==> config.mk <==
export PLATFORM = sky130hd
export DESIGN_NAME = dvp_frame_tx
export DESIGN_NICKNAME = d
export VERILOG_FILES = /design/src/rtl/dvp_pkg.sv /design/src/rtl/dvp_tx_timing.sv /design/src/rtl/dvp_frame_tx.sv
export SDC_FILE = /design/constraint.sdc
export NUM_CORES = 1
export LEC_CHECK = 0
export ABC_CLOCK_PERIOD_IN_PS = 7000
export CAP_MARGIN = 20
export CORE_AREA = 10 10 130 132
export CTS_CLUSTER_DIAMETER = 40
export CTS_CLUSTER_SIZE = 16
export DETAILED_ROUTE_END_ITERATION = 10
export DIE_AREA = 0 0 140 142
export GPL_ROUTABILITY_DRIVEN = 0
export PLACE_DENSITY = 0.57
export SYNTH_ARGS = -nofsm -noshare
export SYNTH_HDL_FRONTEND = slang
export SYNTH_HIERARCHICAL = 1
export SYNTH_SLANG_ARGS = --single-unit
==> constraint.sdc <==
create_clock -name pclk -period 7 [get_ports pclk]
set_input_delay 1.75 -clock pclk [delete_from_list [all_inputs] [get_ports pclk]]
set_output_delay 1.75 -clock pclk [all_outputs]
set_load 0.02 [all_outputs]
==> src/rtl/dvp_pkg.sv <==
// Shared DVP definitions: FSM states, YCbCr pixel, colour bars, line/frame sizing.
// Used by the transmit block (pattern source under DVP_TX_PATTERN_EN) and capture.
package dvp_pkg;

    typedef enum logic [2:0] {
        IDLE,
        VSYNC,
        VBACK,
        ACTIVE,
        HBLANK,
        VFRONT
    } tx_state_t;

    typedef struct packed {
        logic [7:0] y;
        logic [7:0] cb;
        logic [7:0] cr;
    } ycbcr_t;

    localparam int H_ACTIVE_DEF = 640;
    localparam int V_ACTIVE_DEF = 480;
    localparam int H_BLANK_DEF  = 144;
    localparam int VS_LINES_DEF = 3;
    localparam int V_BACK_DEF   = 17;
    localparam int V_FRONT_DEF  = 10;

    function automatic int line_len(input int h_active, input int h_blank);
        return 2 * h_active + h_blank;
    endfunction

    function automatic int frame_lines(input int vs, input int vb,
                                       input int va, input int vf);
        return vs + vb + va + vf;
    endfunction

    // White, yellow, cyan, green, magenta, red, blue, black
    function automatic ycbcr_t bar_pixel(input logic [2:0] idx);
        ycbcr_t p;
        unique case (idx)
            3'd0: p = '{y: 8'd235, cb: 8'd128, cr: 8'd128};
            3'd1: p = '{y: 8'd210, cb: 8'd16,  cr: 8'd146};
            3'd2: p = '{y: 8'd170, cb: 8'd166, cr: 8'd16};
            3'd3: p = '{y: 8'd145, cb: 8'd54,  cr: 8'd34};
            3'd4: p = '{y: 8'd106, cb: 8'd202, cr: 8'd222};
            3'd5: p = '{y: 8'd81,  cb: 8'd90,  cr: 8'd240};
            3'd6: p = '{y: 8'd41,  cb: 8'd240, cr: 8'd110};
            3'd7: p = '{y: 8'd16,  cb: 8'd128, cr: 8'd128};
        endcase
        return p;
    endfunction

endpackage

==> src/rtl/dvp_tx_timing.sv <==
// DVP transmit timing: byte/line counters, region FSM, registered vsync/href.
// Exposes pixel column for the colour-bar source when DVP_TX_PATTERN_EN is set.
module dvp_tx_timing
    import dvp_pkg::*;
#(
    parameter int H_ACTIVE = H_ACTIVE_DEF,
    parameter int V_ACTIVE = V_ACTIVE_DEF,
    parameter int H_BLANK  = H_BLANK_DEF,
    parameter int VS_LINES = VS_LINES_DEF,
    parameter int V_BACK   = V_BACK_DEF,
    parameter int V_FRONT  = V_FRONT_DEF
) (
    input  logic        pclk,
    input  logic        reset_n,
    input  logic        enable,
    output tx_state_t   region,
    output logic [1:0]  phase,
`ifdef DVP_TX_PATTERN_EN
    output logic [15:0] pix_x,
`endif
    output logic        rd_pre,
    output logic        sof,
    output logic        vsync,
    output logic        href,
    output logic        frame_start,
    output logic        frame_done,
    output logic        busy
);

    localparam int LL = line_len(H_ACTIVE, H_BLANK);
    localparam int FL = frame_lines(VS_LINES, V_BACK, V_ACTIVE, V_FRONT);

    localparam logic [15:0] BYTE_LAST = 16'(LL - 1);
    localparam logic [15:0] ACT_LAST  = 16'(2 * H_ACTIVE - 1);
    localparam logic [11:0] VS_END    = 12'(VS_LINES - 1);
    localparam logic [11:0] VB_END    = 12'(VS_LINES + V_BACK - 1);
    localparam logic [11:0] VA_END    = 12'(VS_LINES + V_BACK + V_ACTIVE - 1);
    localparam logic [11:0] VF_END    = 12'(FL - 1);

    tx_state_t   state;
    logic [15:0] bcnt;
    logic [11:0] lcnt;
    logic        line_end;

    // Counters describe the byte being prepared; outputs show it one edge later.
    always_comb begin
        region = state;
        if (state == IDLE && enable) region = VSYNC;
    end

    assign line_end = (bcnt == BYTE_LAST);
    assign phase    = bcnt[1:0];
    assign sof      = (region == VSYNC) && (lcnt == '0) && (bcnt == '0);

`ifdef DVP_TX_PATTERN_EN
    assign pix_x = {1'b0, bcnt[15:2], bcnt[0]};
`endif

    // Fetch pixel 2p on the byte before each pair begins.
    assign rd_pre = (region == ACTIVE && bcnt[1:0] == 2'd3 && bcnt != ACT_LAST)
                 || (line_end && region == VBACK && lcnt == VB_END)
                 || (line_end && region == HBLANK && lcnt != VA_END);

    always_ff @(posedge pclk) begin
        if (!reset_n) begin
            state       <= IDLE;
            bcnt        <= '0;
            lcnt        <= '0;
            vsync       <= 1'b0;
            href        <= 1'b0;
            frame_start <= 1'b0;
            frame_done  <= 1'b0;
            busy        <= 1'b0;
        end else begin
            vsync       <= (region == VSYNC);
            href        <= (region == ACTIVE);
            frame_start <= sof;
            frame_done  <= (region == VFRONT) && line_end && (lcnt == VF_END);
            busy        <= (region != IDLE);
            if (region != IDLE) begin
                bcnt <= line_end ? '0 : bcnt + 16'd1;
                if (line_end)
                    lcnt <= (lcnt == VF_END) ? '0 : lcnt + 12'd1;
                unique case (region)
                    VSYNC:
                        state <= (line_end && lcnt == VS_END) ? VBACK : VSYNC;
                    VBACK:
                        if (line_end && lcnt == VB_END) state <= ACTIVE;
                    ACTIVE:
                        if (bcnt == ACT_LAST) state <= HBLANK;
                    HBLANK:
                        if (line_end)
                            state <= (lcnt == VA_END) ? VFRONT : ACTIVE;
                    VFRONT:
                        if (line_end && lcnt == VF_END)
                            state <= enable ? VSYNC : IDLE;
                    default:
                        state <= IDLE;
                endcase
            end
        end
    end

endmodule

==> src/rtl/dvp_frame_tx.sv <==
// DVP frame transmitter: streams stored YCbCr 4:2:2 frames as Cb Y Cr Y bytes.
// DVP_TX_PATTERN_EN adds pattern_sel, selecting an internal colour-bar source.
module dvp_frame_tx
    import dvp_pkg::*;
#(
    parameter int H_ACTIVE = H_ACTIVE_DEF,
    parameter int V_ACTIVE = V_ACTIVE_DEF,
    parameter int H_BLANK  = H_BLANK_DEF,
    parameter int VS_LINES = VS_LINES_DEF,
    parameter int V_BACK   = V_BACK_DEF,
    parameter int V_FRONT  = V_FRONT_DEF
) (
    input  logic        pclk,
    input  logic        reset_n,
    input  logic        enable,
`ifdef DVP_TX_PATTERN_EN
    input  logic        pattern_sel,
`endif
    output logic        mem_rd_en,
    output logic [19:0] mem_rd_addr,
    input  logic [23:0] mem_rd_data,
    output logic        vsync,
    output logic        href,
    output logic [7:0]  byte_out,
    output logic        frame_start,
    output logic        frame_done,
    output logic        busy
);

    tx_state_t  region;
    logic [1:0] phase;
    logic       rd_pre;
    logic       sof;
    logic       rd_req;
    ycbcr_t     mem_pix;
    ycbcr_t     pix;
    logic [7:0] y0_q;
    logic [7:0] cr_q;
    logic [7:0] y1_q;

`ifdef DVP_TX_PATTERN_EN
    localparam int BAR_W = (H_ACTIVE >= 8) ? H_ACTIVE / 8 : 1;
    logic [15:0] pix_x;
    logic [2:0]  bar;
    logic        pat_on;
`endif

    dvp_tx_timing #(
        .H_ACTIVE (H_ACTIVE),
        .V_ACTIVE (V_ACTIVE),
        .H_BLANK  (H_BLANK),
        .VS_LINES (VS_LINES),
        .V_BACK   (V_BACK),
        .V_FRONT  (V_FRONT)
    ) u_timing (
        .pclk        (pclk),
        .reset_n     (reset_n),
        .enable      (enable),
        .region      (region),
        .phase       (phase),
`ifdef DVP_TX_PATTERN_EN
        .pix_x       (pix_x),
`endif
        .rd_pre      (rd_pre),
        .sof         (sof),
        .vsync       (vsync),
        .href        (href),
        .frame_start (frame_start),
        .frame_done  (frame_done),
        .busy        (busy)
    );

    assign mem_pix = ycbcr_t'(mem_rd_data);
    assign rd_req  = rd_pre || (region == ACTIVE && phase == 2'd0);

`ifdef DVP_TX_PATTERN_EN
    assign bar       = 3'(pix_x / 16'(BAR_W));
    assign pix       = pat_on ? bar_pixel(bar) : mem_pix;
    assign mem_rd_en = rd_req && !pat_on;

    always_ff @(posedge pclk) begin
        if (!reset_n)
            pat_on <= 1'b0;
        else if (sof)
            pat_on <= pattern_sel;
    end
`else
    assign pix       = mem_pix;
    assign mem_rd_en = rd_req;
`endif

    // Phase 0 consumes pixel 2p; phase 1 consumes 2p+1 arriving a cycle later.
    always_ff @(posedge pclk) begin
        if (!reset_n) begin
            mem_rd_addr <= '0;
            byte_out    <= '0;
            y0_q        <= '0;
            cr_q        <= '0;
            y1_q        <= '0;
        end else begin
            if (sof)
                mem_rd_addr <= '0;
            else if (mem_rd_en)
                mem_rd_addr <= mem_rd_addr + 20'd1;
            byte_out <= '0;
            if (region == ACTIVE) begin
                unique case (phase)
                    2'd0: begin
                        byte_out <= pix.cb;
                        y0_q     <= pix.y;
                        cr_q     <= pix.cr;
                    end
                    2'd1: begin
                        byte_out <= y0_q;
                        y1_q     <= pix.y;
                    end
                    2'd2: byte_out <= cr_q;
                    2'd3: byte_out <= y1_q;
                endcase
            end
        end
    end

endmodule
* Yosys cells after proc, flatten, opt, wreduce, memory -nomap -nowiden
Cells that the tools add are included.
** Operators by class
- Shifts and indexed selects :: 0
- Reduce and logical (&&, ||, !) cells :: 29
- Magnitude comparators :: 0
- Mux-type cells :: 12
- Bitwise logic cells :: 1
- Multiply operators :: 0
- Divide/modulo/power cells :: 0
- Eq/ne operators :: 20
- Add/sub/neg operators :: 3
** Operators with widths (number)
- equality test 16 x 11 -> 1 bit, second input constant :: 2
- one-hot mux 8 bit (4 select lines) :: 1
- equality test 12 x 9 -> 1 bit, second input constant :: 2
- adder 20 x 1 -> 20 bit, second input constant :: 1
- two-way mux 3 bit :: 6
- adder 16 x 1 -> 16 bit, second input constant :: 1
- zero test 16 bit :: 1
- two-way mux 16 bit :: 1
- != test 16 x 11 -> 1 bit, second input constant :: 1
- logical AND 1 bit :: 15
- one-hot mux 3 bit (5 select lines) :: 1
- adder 12 x 1 -> 12 bit, second input constant :: 1
- equality test 12 x 2 -> 1 bit, second input constant :: 1
- equality test 12 x 5 -> 1 bit, second input constant :: 1
- zero test 12 bit :: 1
- two-way mux 12 bit :: 1
- != test 12 x 9 -> 1 bit, second input constant :: 1
- AND reduction 2 bit :: 4
- equality test 3 x 2 -> 1 bit, second input constant :: 2
- equality test 3 bit, second input constant :: 2
- AND reduction 5 bit :: 1
- equality test 2 bit, second input constant :: 2
- != test 2 x 1 -> 1 bit, second input constant :: 2
- != test 2 bit, second input constant :: 2
- 10 further kinds :: 12
** Word-level totals
- ROM bits :: 0
- Bits in latches :: 0
- Register bits after elaboration :: 88
- Bits in writable memories :: 0
- Memories :: 0

* Longest topological paths before layout
Gate-level depths: netlist of the first run.
- Word-level depth :: 9
- Depth in mapped cells :: 11
- Gate-level depth less buffers :: 10

* Modules after synthesis
The synthesis of the first run kept the hierarchy.
** By module, submodules not included
- dvp_frame_tx :: instances 1, area each 2343.5 um^2, cells each 256
- dvp_tx_timing :: instances 1, area each 2125.8 um^2, cells each 249

* Worst setup path after synthesis of the first run
No wires, ideal clock.
- Path kind :: input to output
- Start point :: input port enable
- End point :: output port mem_rd_en
- Stages :: 5
- Arrival time :: 2.762 ns
- Path slack :: 2.488 ns
- Path buffers :: 1
- Cells stage by stage :: a21o_1 and4bb_2 a21oi_1 buf_2 inv_1
** Between the ends
- Word-level cells in the longest chain between the ends :: 8
** RTL lines
- start, declared :: line dvp_frame_tx.sv:15 : input logic enable,
- logical AND 1 bit (*) :: line dvp_tx_timing.sv:48 : if (state == IDLE && enable) region = VSYNC;
- two-way mux 3 bit (*) :: line dvp_tx_timing.sv:48
- equality test 3 x 2 -> 1 bit, on equally long branches :: line dvp_tx_timing.sv:60, dvp_frame_tx.sv:74, dvp_tx_timing.sv:61
- logical AND 1 bit, on equally long branches (2 in a row) :: line dvp_tx_timing.sv:60, dvp_tx_timing.sv:61
- logical OR 1 bit :: line dvp_tx_timing.sv:61 : || (line_end && region == VBACK && lcnt == VB_END)
- logical OR 1 bit :: line dvp_tx_timing.sv:62 : || (line_end && region == HBLANK && lcnt != VA_END);
- logical OR 1 bit (*) :: line dvp_frame_tx.sv:74 : assign rd_req = rd_pre || (region == ACTIVE && phase == 2'd0);
- end, declared :: line dvp_frame_tx.sv:19 : output logic mem_rd_en,
Every way passes the cells marked *; elsewhere a longest branch is shown, timed or not.

* Final worst setup path of the first run
- Start point :: input port enable
- End point :: output port mem_rd_en
** Between the ends
- Word-level cells in the longest chain between the ends :: 8
** RTL lines
- logical AND 1 bit (*) :: line dvp_tx_timing.sv:48
- two-way mux 3 bit (*) :: line dvp_tx_timing.sv:48
- named net region[0] :: line dvp_frame_tx.sv:30 : tx_state_t region;
- equality test 3 x 2 -> 1 bit, on equally long branches :: line dvp_tx_timing.sv:60, dvp_frame_tx.sv:74, dvp_tx_timing.sv:61
- logical AND 1 bit, on equally long branches (2 in a row) :: line dvp_tx_timing.sv:60, dvp_tx_timing.sv:61
- logical OR 1 bit :: line dvp_tx_timing.sv:61
- logical OR 1 bit :: line dvp_tx_timing.sv:62
- logical OR 1 bit (*) :: line dvp_frame_tx.sv:74
Mark *: on every way through the listed nets, which the timed path passes. The rest lies on a longest branch.

==> results of run 1 <==
[tightest hold or removal path, cell delays in order, from the launching register on]
cell and delay, ns:
dfxtp_1 0.31, nand2_1 0.04, a21boi_0 0.06
[flip-flops by register name (all words and copies together) (netlist names), 3 cells and up]
| register | count |
|---|---|
| u_timing/state | 3 |
| y0_q | 8 |
| cr_q | 8 |
| u_timing/bcnt | 16 |
| byte_out | 8 |
| mem_rd_addr | 20 |
| y1_q | 8 |
| u_timing/lcnt | 12 |
[metrics by stage]
| stage | setup slack (ns) | total power (W) | cells | instance area (sq um) |
|---|---|---|---|---|
| floorplan | 2.49 | 0.000571 | 505 | 4470 |
| global placement | 1.32 | 0.000597 | 721 | 5150 |
| detailed placement | 1.30 | 0.000598 | 722 | 5160 |
| CTS | 1.28 | 0.00113 | 738 | 5490 |
| global route | 1.17 | 0.00116 | 738 | 5490 |
| finish | 1.29 | 0.00112 | 738 | 5490 |
[worst paths after layout]
check	cells past startpoint	start	end
hold / removal	2	cr_q[6]	cr_q[6]
setup reg to reg	8	u_timing/bcnt[1]	mem_rd_addr[14]
setup / recovery	7	enable	mem_rd_en
hold reg to reg	2	cr_q[6]	cr_q[6]
[power groups by stage]
stage | Clock, W | Sequential, W | Combinational (W)
6_report | 0.000529 | 0.000511 | 0.0000752
5_1_grt | 0.000561 | 0.000511 | 0.0000825
2_1_floorplan | 0 | 0.000520 | 0.0000503
3_3_place_gp | 0 | 0.000522 | 0.0000749
3_5_place_dp | 0 | 0.000522 | 0.0000757
4_1_cts | 0.000541 | 0.000511 | 0.0000764
[cell families (layout without fill, tap and decap cells)]
group | Yosys count | count (layout) | synth area share
DFF | 88 | 88 | 0.394
xor gates and xnor gates | 22 | 22 | 0.0431
adders and majority gates | 7 | 7 | 0.0196
AOI/OAI and AO/OA | 85 | 85 | 0.126
muxes | 12 | 12 | 0.0493
buffers and inverters | 41 | 90 | 0.0468
and+or+nand+nor | 250 | 250 | 0.321
[synthesized netlist by cell type, drive strengths merged (12+ instances only)]
library cell,count
nor3,13
nand3,29
and3,12
o31ai,14
buf,20
or4,12
o21ai,12
nor2,34
a21oi,24
dfxtp,88
nand2,75
a21boi,24
xnor2,13
[cell type report]
type                    count  area share
inverters                  10     0.00684
flip-flops and latches     88       0.321
well taps                 184      0.0419
multi-input cells         376       0.455
clock inverters             7      0.0185
repair buffers             64       0.116
clock buffers               9      0.0410
[per-layer routing]
| metal | GRT usage | up-vias | part of all wire |
|---|---|---|---|
| li1 | - | 1896 | - |
| met1 | 0.134 | 1808 | 0.46 |
| met2 | 0.182 | 59 | 0.49 |
| met3 | 0.0240 | 11 | 0.035 |
| met4 | 0.0429 | 0 | 0.015 |
| met5 | 0 | - | 0 |
==> qor.txt, run 1 <==
Slew @ Worst Pin: 0.874 ns
Worst VDD drop: 116 uV
IO buf count: 60
Lkg Pwr: 1.78 nW
1st-iter DRT viols: 232
Worst Path Class, Setup: in2out
Setup TNS Final: 0 ns
initial antenna violation count: 0
Die Footprint: 0.0199 sq mm
Vias: 3,774
crit-path max cell delay: 0.60 ns
count of endpoints failing setup in the final report: 0
WL final: 10,900 microns
worst min path class: reg2reg
post-CTS sizing: 0
via count of the first global-routing pass: 3,599
Period minus WS final: 5.71 ns
Tcrit/Tclk final: 0.816
commonest non-fill, non-tap cell in the layout: dfxtp_1
I/O pins: 61
Flop pwr share: 0.458
most frequent cell on the critical path: clkdlybuf4s50_1
power share of the combinational group: 0.067
H-tree Lvls: 3
Hold Worst Slack: 0.460 ns
Crit. End Element: primary output
share of the synthesized area in the top cell type: 0.394
Inserted Clock Buffers: 9
utilization after layout: 0.383
routed length per instance: 14.8 microns
Seq cells post-synth: 88
crit-path cells: clkdlybuf4s50_1, a21o_1, and4bb_2, a21oi_1, buf_4, inv_1, clkdlybuf4s50_1
DR DRC count: 0
Synth cell types: 54
Top delay family on crit path: buffers and inverters
Clock transition at path regs: 0.07 ns
Syn. warnings: 6
largest net degree at the start of global routing: 40
via/cell ratio: 5.11
Main synth FF type: dfxtp_1
Final Max Slew Viols: 0
hpwl dp: 7840 microns
clk_lat worst skew: 0.34 ns
crit path DAT: 3.96 ns
MaxCap Viol Count: 0
Worst R2R Setup Slack: 3.58 ns
CTS tree: yes
overall global routing resource usage: 0.109
first-pass GRT wire length: 18,200 microns
Core ar.: 0.0143 sq mm
number of fill cells: 1,425
syn_area_per_cell: 8.85 sq um
count of final hold-check violations: 0
n_diodes: 0
NetSw: 0.000255 W
CP Launch Type: primary input
die width: 140 microns
Final nets: 583
Cells after Synth: 505
Pwr Density: 203 mW/mm^2
area delta synth->final: 22.8%
switch share: 0.229
Post-synth EDFFs: 0
most frequent cells in the layout: dfxtp_1, nand2_1, clkdlybuf4s50_1
top cells by area, synth: dfxtp_1, nand2_1, a21boi_0
cell-internal power: 0.000860 W
Sink Count: 88
Remaining Overflow, GRT: 0
RSZ-0062 raised after global routing: no
Rel. slew slack: 0.414
outcome: finished, final reports clean
Yosys top cell by area: dfxtp_1
Initial DRT Pass Iterations: 4
Root Driver: clkbuf_16
Post-Syn Area: 0.00447 sq mm
Die Ht: 142 microns
CP Data Required Time: 5.25 ns
Storage cell area: 0.00176 sq mm
layout cell share with drive strength beyond 1: 0.0884
number of cell rows: 44
skew final: 0.0120 ns
ANT nets after route: 0
Clock Tree Buf Depth: 2
Clock Power Share: 0.475
slowest CP cell: clkdlybuf4s50_1
setup bufs post-CTS: 0
CTS Hold Bufs: 0
Worst Path Max Fanout: 15
Multi-input gate area: 0.00250 sq mm
fmax: 175 MHz
Net Count, Synth: 539
Buf+Inv Stages, Crit Path: 4
Seq/Total Area, Yosys: 0.394
Synth async-reset ratio: 0
Starting Density: 0.312
Note: power is estimated with default switching activity, not from simulation.
==> run 2: changes to the inputs <==
--- a/config.mk
+++ b/config.mk
@@ -5,7 +5,7 @@
 export SDC_FILE = /design/constraint.sdc
 export NUM_CORES = 1
 export LEC_CHECK = 0
-export ABC_CLOCK_PERIOD_IN_PS = 7000
+export ABC_CLOCK_PERIOD_IN_PS = 5300
 export CAP_MARGIN = 20
 export CORE_AREA = 10 10 130 132
 export CTS_CLUSTER_DIAMETER = 40
==> constraint.sdc (replaced) <==
create_clock -name pclk -period 5.3 [get_ports pclk]
set_input_delay 1.325 -clock pclk [delete_from_list [all_inputs] [get_ports pclk]]
set_output_delay 1.325 -clock pclk [all_outputs]
set_load 0.02 [all_outputs]
==> run 2 against run 1 <==
  * Clock skew fell by 0.0045 ns
  * Final cell count is 0.27% higher
  * Setup slack worse by 0.74 ns
  * Global-route usage is 0.29 points higher
  * First-iteration DRC count increased by 9.9%
  * Non-clock buffer count is 2 higher
  * Via count increased by 0.11%
  * Cell area hardly changed
  * Routed wire length grew 0.59%
  * Largest power group unchanged
==> qor.txt, run 2 (synthesis results as in run 1) <==
outcome: finished, final reports clean (unchanged)
Worst R2R Setup Slack: 2.29 ns (was 3.58 ns)
area delta synth->final: 22.8% (about the same)
worst hold stages: 2 (unchanged)
Worst Path Class, Setup: in2out (unchanged)
largest net degree at the start of global routing: 26 (was 40)
crit path DAT: 3.42 ns (was 3.96 ns)
via/cell ratio: 5.11 (about the same)
IO buf count: 60 (unchanged)
CTS tree: yes (unchanged)
via count of the first global-routing pass: 3,699 (was 3,599)
commonest non-fill, non-tap cell in the layout: dfxtp_1 (unchanged)
Hold Path Sink: y1_q[0] (was cr_q[6])
worst r2r src: u_timing/lcnt[9] (was u_timing/bcnt[1])
Die Footprint: 0.0199 sq mm (unchanged)
CTS Hold Bufs: 0 (unchanged)
Pwr Density: 265 mW/mm^2 (was 203 mW/mm^2)
n_diodes: 0 (unchanged)
Rel. slew slack: 0.408 (was 0.414)
Final Max Slew Viols: 0 (unchanged)
Worst VDD drop: 150 uV (was 116 uV)
DR DRC count: 0 (unchanged)
Root Driver: clkbuf_16 (unchanged)
Core ar.: 0.0143 sq mm (unchanged)
count of endpoints failing setup in the final report: 0 (unchanged)
1st-iter DRT viols: 255 (was 232)
worst-case reg-to-reg path depth: 8 (unchanged)
max FFs per register: 20 (unchanged)
ANT nets after route: 0 (unchanged)
clk_lat worst skew: 0.35 ns (was 0.34 ns)
initial antenna violation count: 0 (unchanged)
Remaining Overflow, GRT: 0 (unchanged)
Period minus WS final: 4.74 ns
Clock transition at path regs: 0.06 ns (was 0.07 ns)
Vias: 3,778 (was 3,774)
I/O pins: 61 (unchanged)
Crit. End Element: primary output (unchanged)
MaxCap Viol Count: 0 (unchanged)
worst min path class: reg2reg (unchanged)
most frequent cells in the layout: dfxtp_1, nand2_1, clkdlybuf4s50_1 (unchanged)
WL final: 11,000 microns (was 10,900 microns)
Initial DRT Pass Iterations: 5 (was 4)
RSZ-0062 raised after global routing: no (unchanged)
CP Data Required Time: 3.97 ns (was 5.25 ns)
Clock Tree Buf Depth: 2 (unchanged)
fmax: 211 MHz
post-CTS sizing: 0 (unchanged)
skew final: 0.00751 ns (was 0.0120 ns)
number of cell rows: 44 (unchanged)
routed length per instance: 14.9 microns (was 14.8 microns)
Starting Density: 0.312 (unchanged)
first-pass GRT wire length: 18,500 microns (was 18,200 microns)
Slew @ Worst Pin: 0.883 ns (was 0.874 ns)
Setup TNS Final: 0 ns (unchanged)
layout cell share with drive strength beyond 1: 0.0881 (was 0.0884)
number of fill cells: 1,430 (was 1,425)
overall global routing resource usage: 0.112 (was 0.109)
hpwl dp: 7770 microns (was 7840 microns)
Worst Path Max Fanout: 7 (was 15)
Inserted Clock Buffers: 9 (unchanged)
Lkg Pwr: 1.78 nW (about the same)
RR Endpoint: mem_rd_addr[14] (unchanged)
CP Launch Type: primary input (unchanged)
total design power: 0.00145 W (was 0.00112 W)
Placement Cell Area: 0.00517 sq mm (was 0.00516 sq mm)
min-delay src: y1_q[0] (was cr_q[6])
Setup WS pre-CTS: 0.521 ns (was 1.30 ns)
die width: 140 microns (unchanged)
Die Ht: 142 microns (unchanged)
count of final hold-check violations: 0 (unchanged)
Largest regs: mem_rd_addr: 20 flops, u_timing/bcnt: 16 flops, u_timing/lcnt: 12 flops (unchanged)
Setup WS post-layout: 0.556 ns (was 1.29 ns)
setup bufs post-CTS: 0 (unchanged)
Biggest register: mem_rd_addr (unchanged)
Final nets: 585 (was 583)
Sink Count: 88 (unchanged)
Tcrit/Tclk final: 0.895
post-route cell area: 0.00549 sq mm (about the same)
H-tree Lvls: 3 (unchanged)
==> run 2: cell count changes in the layout (fill, tap and decap cells not counted), sizes merged <==
| cell | previous run | this run |
|---|---|---|
| inv | 13 | 10 |
| buf | 4 | 6 |
| clkbuf | 9 | 11 |
| clkinv | 0 | 2 |
| clkinvlp | 2 | 1 |
==> run 2: through the flow <==
stage / instances / hold WS (ns) / utilization
5_1_grt: 740 / 0.484 / 0.383
2_1_floorplan: 505 / 0.440 / -
6_report: 740 / 0.461 / 0.383
4_1_cts: 740 / 0.466 / 0.383
3_5_place_dp: 724 / 0.457 / 0.361
3_3_place_gp: 724 / 0.447 / 0.361
==> run 2: power breakdown <==
part,internal (W),total (W),switching [W],leakage [nW]
registers,0.000666,0.000671,0.00000490,0.710
logic,0.0000528,0.000105,0.0000519,0.924
clock network,0.000413,0.000677,0.000264,0.150
total,0.00113,0.00145,0.000321,1.78
==> run 2: layer usage <==
metal	GRT usage	routed length (microns)
met4	0.0505	211
met1	0.136	4970
met2	0.185	5320
met3	0.0260	510
met5	0	0
==> run 2: worst max-delay path by stage <==
stage / from / end / cells after the start
final: enable / mem_rd_en / 6
after global routing: enable / mem_rd_en / 6
after CTS: enable / mem_rd_en / 6
after detailed placement: enable / mem_rd_en / 6
after global placement: enable / mem_rd_en / 6
after floorplan: enable / mem_rd_en / 5
==> run 2: worst max-delay path, stage by stage <==
cell and delay (ns):
clkdlybuf4s50_1 0.50, a21o_1 0.25, and4bb_2 0.25, a21oi_1 0.45
inv_1 0.08, clkdlybuf4s50_1 0.56
==> run 2: final cells by class <==
class | count | area, sq um | area share
Clock buffer | 11 | 233 | 0.0424
Clock inverter | 5 | 81.3 | 0.0148
Inverter | 10 | 37.5 | 0.00684
Multi-Input combinational cell | 376 | 2500 | 0.455
Sequential cell | 88 | 1760 | 0.321
Tap cell | 184 | 230 | 0.0420
Timing Repair Buffer | 66 | 646 | 0.118
